[src/rtl/phase_generator.sv]
// phase_generator: prescaled NCO producing the 9-bit sine lookup address, with fixed and chirp modes.
module phase_generator #(
    parameter int ACC_WIDTH  = 24,
    parameter int SAMPLE_DIV = 4
) (
    input  logic                 clk,
    input  logic                 rst_n,
    input  logic                 enable,
    input  logic                 phase_reset,
    input  logic                 cfg_valid,
    output logic                 cfg_ready,
    input  logic [ACC_WIDTH-1:0] cfg_ftw,
    input  logic [ACC_WIDTH-1:0] cfg_step,
    input  logic [ACC_WIDTH-1:0] cfg_stop,
    input  logic [1:0]           cfg_mode,
    output logic [8:0]           read_address,
    output logic                 sample_valid,
    output logic                 sweep_done,
    output logic                 busy
);
    localparam int PW = (SAMPLE_DIV > 2) ? $clog2(SAMPLE_DIV) : 2;
    localparam logic [PW-1:0] LAST = PW'(SAMPLE_DIV - 1);
    typedef enum logic [1:0] {IDLE = 2'd0, RUN = 2'd1, SWEEP = 2'd2, DONE = 2'd3} state_t;
    state_t               state_q, state_d;
    logic [ACC_WIDTH-1:0] acc_q, acc_d, ftw_q, ftw_d, start_q, start_d, step_q, step_d, stop_q, stop_d;
    logic [1:0]           mode_q, mode_d;
    logic [PW-1:0]        cnt_q, cnt_d;
    logic [2:0]           pipe_q, pipe_d;
    logic                 done_q, done_d;
    logic                 run, tick, accept, hit, once;
    logic [ACC_WIDTH:0]   nxt;
    always_comb begin
        run       = enable && state_q != IDLE;
        tick      = run && cnt_q == LAST && !phase_reset;
        cfg_ready = (state_q == SWEEP) ? !enable : 1'b1;
        accept    = cfg_valid && cfg_ready;
        once      = mode_q == 2'b01;
        nxt       = {1'b0, ftw_q} + {1'b0, step_q};
        hit       = step_q != '0 && (nxt[ACC_WIDTH] || nxt[ACC_WIDTH-1:0] >= stop_q);
        state_d   = state_q;
        ftw_d     = ftw_q;
        start_d   = start_q;
        step_d    = step_q;
        stop_d    = stop_q;
        mode_d    = mode_q;
        cnt_d     = phase_reset ? '0 : run ? (cnt_q == LAST ? '0 : cnt_q + 1'b1) : cnt_q;
        acc_d     = phase_reset ? '0 : tick ? acc_q + ftw_q : acc_q;
        pipe_d    = phase_reset ? '0 : enable ? {pipe_q[1:0], tick} : pipe_q;
        done_d    = tick && state_q == SWEEP && hit && once;
        if (tick && state_q == SWEEP) begin
            ftw_d   = hit ? (once ? stop_q : start_q) : nxt[ACC_WIDTH-1:0];
            state_d = (hit && once) ? DONE : SWEEP;
        end
        // In SWEEP an accept needs enable low, so it never collides with a sweep tick.
        if (accept) begin
            ftw_d   = cfg_ftw;
            start_d = cfg_ftw;
            step_d  = cfg_step;
            stop_d  = cfg_stop;
            mode_d  = cfg_mode;
            state_d = (cfg_mode == 2'b01 || cfg_mode == 2'b10) ? SWEEP : RUN;
        end
    end
    always_ff @(posedge clk or negedge rst_n) begin
        if (!rst_n) begin
            state_q <= IDLE;
            acc_q   <= '0;
            ftw_q   <= '0;
            start_q <= '0;
            step_q  <= '0;
            stop_q  <= '0;
            mode_q  <= '0;
            cnt_q   <= '0;
            pipe_q  <= '0;
            done_q  <= 1'b0;
        end else begin
            state_q <= state_d;
            acc_q   <= acc_d;
            ftw_q   <= ftw_d;
            start_q <= start_d;
            step_q  <= step_d;
            stop_q  <= stop_d;
            mode_q  <= mode_d;
            cnt_q   <= cnt_d;
            pipe_q  <= pipe_d;
            done_q  <= done_d;
        end
    end
    assign read_address = acc_q[ACC_WIDTH-1 -: 9];
    assign sample_valid = pipe_q[2];
    assign sweep_done   = done_q;
    assign busy         = state_q != IDLE;
endmodule

[config.mk]
export PLATFORM = sky130hd
export DESIGN_NAME = phase_generator
export DESIGN_NICKNAME = d
export VERILOG_FILES = /design/src/rtl/phase_generator.sv
export SDC_FILE = /design/constraint.sdc
export NUM_CORES = 1
export LEC_CHECK = 0
export CAP_MARGIN = 30
export CORE_MARGIN = 2
export CORE_UTILIZATION = 45
export DETAILED_ROUTE_END_ITERATION = 12
export DONT_BUFFER_PORTS = 1
export GPL_ROUTABILITY_DRIVEN = 0
export PLACE_DENSITY_LB_ADDON = 0.3
export SLEW_MARGIN = 25
export SYNTH_ARGS = -nofsm -noshare
export SYNTH_HDL_FRONTEND = slang
export SYNTH_SLANG_ARGS = --single-unit
[constraint.sdc]
create_clock -name clk -period 8.5 [get_ports clk]
set_clock_uncertainty 0.1 [all_clocks]
set_input_delay 1.7 -clock clk [delete_from_list [all_inputs] [get_ports clk]]
set_output_delay 1.7 -clock clk [all_outputs]
set_load 0.01 [all_outputs]
**Word level (Yosys, flattened, before mapping)**

Index checks and enable logic that the tools add are counted.

- Register bits after elaboration: 130
- Input port bits: 79
- Output and inout bits: 13

- $add $sub $neg: 3
- Magnitude comparators: 1
- Equality and inequality tests: 5
- Multiplexer cells: 16
- Reductions and logical operators: 19

Operator list:

| cell | number |
|---|---|
| 24-bit two-way mux | 6 |
| 24-bit by 24-bit adder with 25-bit output | 1 |
| 24-bit adder | 1 |
| 24-bit greater-or-equal comparator | 1 |
| 24-bit nonzero test | 1 |
| 2-bit two-way mux | 6 |
| 2-bit nonzero test | 5 |
| 1-bit logical AND | 9 |
| 2-bit equality test (second input constant) | 3 |
| 3-bit two-way mux | 2 |
| 2-bit by 1-bit equality test with 1-bit output (second input constant) | 2 |
| 2-bit by 1-bit adder with 2-bit output (second input constant) | 1 |
| 1-bit zero test | 2 |
| 1-bit logical OR | 2 |
| 1-bit two-way mux | 2 |

**Depth between registers and ports, before layout**

Gate-level depths: netlist (run 1).

- Depth after elaboration: 8
- Depth in mapped cells: 22

**Worst setup path after synthesis (run 1)**

No wires, ideal clock.

- Kind: reg-to-reg
- From: reg ftw_q[0]
- To: reg ftw_q[15]
- Setup time: 138 ps
- Arrival: 4045 ps
- Data required time: 8262 ps
- Setup slack: 4217 ps
- Cell stages (with the launch flop): 23
- Buffers on the path: 2
- Clock period less this slack: 4283 ps
- Path through: dfrtp_1 -> ha_1 -> inv_1 -> fa_1 -> nor2b_1 -> o211ai_1 -> a21oi_1 -> o211ai_1 -> a32o_1 -> o21ai_1 -> mux2i_1 -> or2_1 -> ha_1 -> nand4_1 -> nor4_1 -> o211ai_1 -> o2111ai_1 -> a2111oi_2 -> a31oi_1 -> buf_6 -> buf_8 -> mux2i_1 -> o211ai_1

- Word-level cells in the longest chain between the ends: 7

RTL lines:

| element | RTL line | source |
|---|---|---|
| start, declared | 25 | `logic [ACC_WIDTH-1:0] acc_q, acc_d, ftw_q, ftw_d, start_q, start_d, step_q, step_d, stop_q, stop_d;` |
| start signal, assigned | 79 | `ftw_q <= ftw_d;` |
| 24-bit by 24-bit adder with 25-bit output (*) | 38 | `nxt = {1'b0, ftw_q} + {1'b0, step_q};` |
| 24-bit greater-or-equal comparator | 39 | `hit = step_q != '0 && (nxt[ACC_WIDTH] \|\| nxt[ACC_WIDTH-1:0] >= stop_q);` |
| 1-bit logical OR | 39 |  |
| 1-bit logical AND | 39 |  |
| 24-bit two-way mux (*) | 51 | `ftw_d = hit ? (once ? stop_q : start_q) : nxt[ACC_WIDTH-1:0];` |
| 24-bit two-way mux (*) | 50 | `if (tick && state_q == SWEEP) begin` |
| 24-bit two-way mux (*) | 55 | `if (accept) begin` |

Every way passes the cells marked *; elsewhere a longest branch is shown, timed or not. The select of a mux whose other input is x is not followed.
A chain may end at the register's enable or synchronous reset.

**Worst setup path in the final report (run 1)**

- From: reg ftw_q[0]
- To: reg ftw_q[16]

Same word-level chain as after synthesis.

==> impl_metrics.toml, run 1 <==
[outcome]
status = "finished, final reports clean"

[clock_network]
post_cts_buffers = 0
insertion_delay_ns = 0.43
cts_hold_buf = 0
cts_max_path_buffers = 2
cts_tree = "built"
cts.clk_slew.worst_paths_ns = 0.06
cts_buffers = 17
clock-sinks = 130
ctsResizeCount = 0
clockRootBuffer = "clkbuf_16"
h-tree-depth = 4

[drt]
vias = 6617
drt-pass1-iter-count = 5
drc = 0
via_per_inst = 5.58
postRouteWirelength_um = 20300
drt_iter0_drc = 539
ant_nets = 0
wl_per_cell_um = 17.1

[synthesis]
synth_area_mm2 = 0.00828
syn_avg_cell_area_um2 = 8.57
synth_seq_cells = 130
async_flop_share_pct = 100
syn_nets = 1119
syn_inst = 966
yosysSeqAreaShare_pct = 39.3
synth_ff_type = "dfrtp_1"
synth_edf_count = 0
yosys_warnings = 0
synth_cell_types = 64

[critical_path]
required_ns = 8.69
cp_cell_sequence = "ha_1 -> inv_1 -> fa_1 -> nor2b_1 -> o211ai_1 -> a21oi_1 -> o211ai_1 -> a32o_1 -> o21ai_1 -> mux2i_1 -> or2_1 -> ha_1 -> nand4_1 -> nor4_1 -> o211ai_1 -> o2111ai_1 -> a2111oi_2 -> a31oi_4 -> buf_4 -> mux2i_1 -> o211ai_1"
cp-start-kind = "register"
cp_slowest_stage_delay_ns = 0.53
cp_slowest_cell = "a31oi_4"
cp_data_arrival_time_ns = 5.46
cpMostUsedCell = "o211ai_1"
cp-end-kind = "register"
path_class = "reg -> reg"
path_max_fanout = 15

[pwr]
p_leak_uw = 0.00438
power_density_mw_per_mm2 = 250
irDropWorstVdd_mv = 0.194
p_total_uw = 2260

[sta]
finalCritPeriodShare_pct = 62.0
tns_ns = 0
hold_viol_final = 0
drv_slew = 0
slew-limit-headroom_pct = 55.3
rsz0062_at_grt = "no"
fmax_mhz = 190
tightest_slew_ns = 0.669
setup_violations = 0
setup_slack_ns = 3.23
period_needed_ns = 5.27

[final_layout]
final_common_cell = "nand2_1"
multi_input_area_mm2 = 0.00468
fin_cells = 1185
syn2layout_area_growth_pct = 9.16
fillers = 1789
layout-drive-gt1-share_pct = 5.65
ff_latch_area_mm2 = 0.00325
final_nets = 1096
mostFrequentLayoutCells = "nand2_1, dfrtp_1, ha_1"
final_cell_area_mm2 = 0.00904
diodes = 0

[floorplanning]
coreArea_mm2 = 0.0180
die_h_um = 140
io_pins = 92
fp-row-count = 49
die_w_um = 140
fp.dieArea_mm2 = 0.0195
start_util_pct = 45.9

[grt]
overflow = 0
grt_pass1_vias = 6412
grt_pass1_wl_um = 33100
grt_max_degree = 131
antenna_found_initial = 0
grt_usage_pct = 21.4

[placement]
placed_cells = 1150
place_area_mm2 = 0.00839
pre_cts_ws_ns = 3.28
place_hpwl_um = 14400
io_buffers = 0

[worst_hold_path]
hp-class = "reg -> reg"

[run]
maxCapViolCount = 0
-- through the flow --
step / hold WS (ns) / util [%]
floorplan: 0.337 / -
global placement: 0.352 / 46.4
detailed placement: 0.355 / 46.6
CTS: 0.370 / 49.8
global route: 0.392 / 50.1
finish: 0.362 / 50.1
-- final cells by class --
cell class,count,share of cell area (%)
clock buffer,19,5.01
clock inverter,13,1.51
inverter,34,1.41
multi-input combinational,753,51.8
sequential,130,36.0
tap,229,3.17
timing repair buffer,7,1.15
-- cells by family after synthesis --
family          share of synthesized area [%]
buf+inv                                  4.59
simple gates                             19.3
compound gates                           18.0
xor+xnor                                 4.02
flops                                    39.3
fa+ha+maj                                11.4
mux                                      3.42
-- synth_stat cells, types with 2 or more instances --
library cell,count,area share (%)
nand2_1,278,13
dfrtp_1,130,39
ha_1,72,11
a21oi_1,61,3.7
o21ai_0,61,3.7
inv_1,33,1.5
clkbuf_1,31,1.4
nor2_1,30,1.4
o211ai_1,29,2.6
mux2i_1,26,3.1
xnor2_1,24,2.5
a21o_1,15,1.4
xor2_1,14,1.5
nand3_1,12,0.73
o21a_1,10,0.91
a211oi_1,9,0.82
buf_4,9,0.82
nor2b_1,9,0.68
nand4_1,8,0.60
nor4_1,8,0.60
o21ai_1,8,0.48
nand2b_1,7,0.53
and3_1,6,0.45
buf_1,6,0.27
nor3_1,6,0.36
o31ai_1,4,0.36
a211o_1,3,0.32
a211oi_2,3,0.45
a311oi_1,3,0.32
a31oi_1,3,0.23
and2_1,3,0.23
or3_1,3,0.23
a21boi_0,2,0.18
a21oi_2,2,0.21
a31o_1,2,0.21
and4_1,2,0.21
fa_1,2,0.48
nor3b_1,2,0.18
o2111ai_1,2,0.21
o21bai_1,2,0.18
o311ai_1,2,0.21
or4_1,2,0.18
-- critical path, delay by kind of cell, from the launching register on --
kind,cells,cell delay (ns)
AO/OA/AOI/OAI,10,2.01
adder cells (fa/ha/maj),3,0.90
buffers and inverters,2,0.45
flip-flops,1,0.38
multiplexers,2,0.38
AND/OR/NAND/NOR,4,0.91
-- per-layer routing --
layer	vias up	share of wire [%]	track usage [%]
met3	22	4.4	5.20
met4	0	1.8	6.63
met5	-	0	0
met1	3156	48	29.6
met2	137	46	33.3
li1	3302	-	-
-- state kept, by name (all words and copies together), names as in the netlist --
signal and cells:
acc_q 24, ftw_q 24, start_q 24, step_q 24
stop_q 24, pipe_q 3, cnt_q 2, mode_q 2
state_q 2, sweep_done 1
-- power by group --
| part | switching [µW] | internal (µW) | leakage [µW] | total [µW] |
|---|---|---|---|---|
| logic | 452 | 325 | 0.00248 | 777 |
| registers | 61.5 | 690 | 0.00164 | 751 |
| clock network | 288 | 445 | 0.000269 | 733 |
-- worst paths after layout --
path                       slack [ns]  cells past startpoint                  start                       to
hold reg to reg                  0.36                      2  mode_q[1]$_DFFE_PN0P_    mode_q[1]$_DFFE_PN0P_
hold / removal                   0.36                      2  mode_q[1]$_DFFE_PN0P_    mode_q[1]$_DFFE_PN0P_
setup / recovery                 3.23                     21   ftw_q[0]$_DFFE_PN0P_    ftw_q[16]$_DFFE_PN0P_
setup reg to reg                 3.23                     21   ftw_q[0]$_DFFE_PN0P_    ftw_q[16]$_DFFE_PN0P_
max in group asynchronous        7.25                      0                  rst_n  start_q[15]$_DFFE_PN0P_
min in group asynchronous        0.87                      0                  rst_n     acc_q[3]$_DFFE_PN0P_
Power figures use the tool's default switching activity.
==> inputs of run 2 (changes only) <==
Clock period 8.5 ns to 4.65 ns, I/O delays scaled along.
==> run 2 against run 1 <==
Global-route usage is 0.19 points lower; sequential power is 84% higher; clock power rose by 110%; first-iteration DRC count shrank 4.6%; cell count grew 0.93%; die area is the same; count of clock-buffer cells in the layout is 2 higher; highest routed layer unchanged; largest cell class unchanged; non-clock buffer count is 12 higher; sequential cell count is the same; total power is 100% higher; sequential share of layout area fell by 1.2 points; worst setup slack lost 3.1 ns.
==> impl_metrics.toml, run 2 (synthesis results as in run 1) <==
[outcome]
status = "finished, final reports clean"

[clock_network]
cts_max_path_buffers = 2
insertion_delay_ns = 0.43
cts.clk_slew.worst_paths_ns = 0.06
cts_tree = "built"
h-tree-depth = 4
cts_hold_buf = 0
cts_buffers = 17
clock-sinks = 130
clockRootBuffer = "clkbuf_16"

[drt]
ant_nets = 0
vias = 6741
drt-pass1-iter-count = 5
drc = 0
wl_per_cell_um = 17.4
via_per_inst = 5.64
postRouteWirelength_um = 20800
drt_iter0_drc = 514

[sta]
setup_violations = 0
finalCritPeriodShare_pct = 97.9
slew-limit-headroom_pct = 38.7
rsz0062_at_grt = "yes"
setup_slack_ns = 0.0957
fin_hold_ws_ns = 0.0986
drv_slew = 0
hold_viol_final = 0
tightest_slew_ns = 0.920
period_needed_ns = 4.55
fmax_mhz = 220

[final_layout]
mostFrequentLayoutCells = "nand2_1, dfrtp_1, ha_1"
final_common_cell = "nand2_1"
layout-drive-gt1-share_pct = 8.48
syn2layout_area_growth_pct = 13.1
fin_util_pct = 51.9
diodes = 0
final_nets = 1108
fin_cells = 1196

[placement]
pre_cts_ws_ns = -0.0722
place_hpwl_um = 14600
placed_cells = 1156
io_buffers = 0

[critical_path]
cp_slowest_cell = "a31oi_4"
path_class = "reg -> reg"
path_max_fanout = 7
cpMostUsedCell = "o211ai_1"
required_ns = 4.84
cp_cell_sequence = "ha_2 -> inv_2 -> fa_2 -> nor2b_2 -> o211ai_1 -> a21oi_2 -> o211ai_1 -> a32o_2 -> o21ai_2 -> mux2i_1 -> or2_1 -> ha_1 -> nand4_1 -> nor4_1 -> o211ai_1 -> o2111ai_2 -> a2111oi_4 -> a31oi_4 -> clkbuf_16 -> mux2i_1 -> o211ai_1"
cp-end-kind = "register"
cp_data_arrival_time_ns = 4.75
cp-start-kind = "register"
cp_slowest_stage_delay_ns = 0.40

[grt]
grt_usage_pct = 21.2
antenna_found_initial = 0
grt_pass1_vias = 6385
grt_pass1_wl_um = 32900
grt_max_degree = 131
overflow = 0

[pwr]
p_int_uw = 3050
swShare_pct = 33.3
p_seq_share_pct = 30.2
power_density_mw_per_mm2 = 488
irDropWorstVdd_mv = 0.317
p_leak_uw = 0.00450
power_frac_comb_pct = 36.4
p_sw_uw = 1520
p_clk_share_pct = 33.4

[floorplanning]
fp-row-count = 49
die_h_um = 140
coreArea_mm2 = 0.0180
fp.dieArea_mm2 = 0.0195
io_pins = 92
die_w_um = 140
start_util_pct = 45.9

[run]
maxCapViolCount = 0

[worst_hold_path]
hp-class = "in -> async"
==> run 2: what timing repair did <==
item,in CTS,in global routing
cloned,0,2
setup endpoints to repair,24,26
pin swaps,0,13
resized for setup,5,23
buffers inserted,0,6
==> run 2: layout make-up <==
cell class	instances	area [µm²]
flip-flops and latches	130	3250
clock buffers	21	460
well taps	229	287
fillers	1669	8660
repair buffers	19	219
clock inverters	10	205
inverters	34	128
multi-input cells	753	4810
==> run 2: routing by layer <==
layer	global-route usage [%]	wire, µm	up-vias
met1	29.9	9820	3199
met3	4.37	946	31
li1	-	-	3334
met2	32.4	9560	177
met5	0	0	-
met4	7.84	449	0
==> run 2: path summary, 6_finish.rpt <==
path | startpoint | endpoint | slack (ns) | cells past startpoint
max | ftw_q[0]$_DFFE_PN0P_ | ftw_q[4]$_DFFE_PN0P_ | 0.1 | 21
max in group asynchronous | rst_n | ftw_q[10]$_DFFE_PN0P_ | 4.19 | 0
min | rst_n | mode_q[0]$_DFFE_PN0P_ | 0.1 | 0
min reg2reg | start_q[15]$_DFFE_PN0P_ | start_q[15]$_DFFE_PN0P_ | 0.37 | 2
max reg2reg | ftw_q[0]$_DFFE_PN0P_ | ftw_q[4]$_DFFE_PN0P_ | 0.1 | 21
min in group clk | start_q[15]$_DFFE_PN0P_ | start_q[15]$_DFFE_PN0P_ | 0.37 | 2
==> run 2: stage by stage <==
stage	setup TNS (ns)	power, µW	instance area, µm²
after floorplan	0	2510	8280
after global placement	0	2780	8400
after detailed placement	-1.14	2820	8430
after CTS	0	4400	9120
after global routing	-2.08	4820	9360
final	0	4570	9360
==> run 2: power by group through the flow <==
stage | Combinational, µW | Sequential [µW] | Clock [µW]
floorplan | 1170 | 1340 | 0
CTS | 1470 | 1370 | 1550
global placement | 1390 | 1390 | 0
finish | 1660 | 1380 | 1530
detailed placement | 1430 | 1390 | 0
global route | 1830 | 1390 | 1600
==> run 2: critical path, delay by kind of cell, from the launching register on <==
kind,cells,cell delay (ns)
fa+ha+maj,3,0.86
mux,2,0.30
simple gates,4,0.73
flops,1,0.39
buf+inv,2,0.29
compound gates,10,1.79
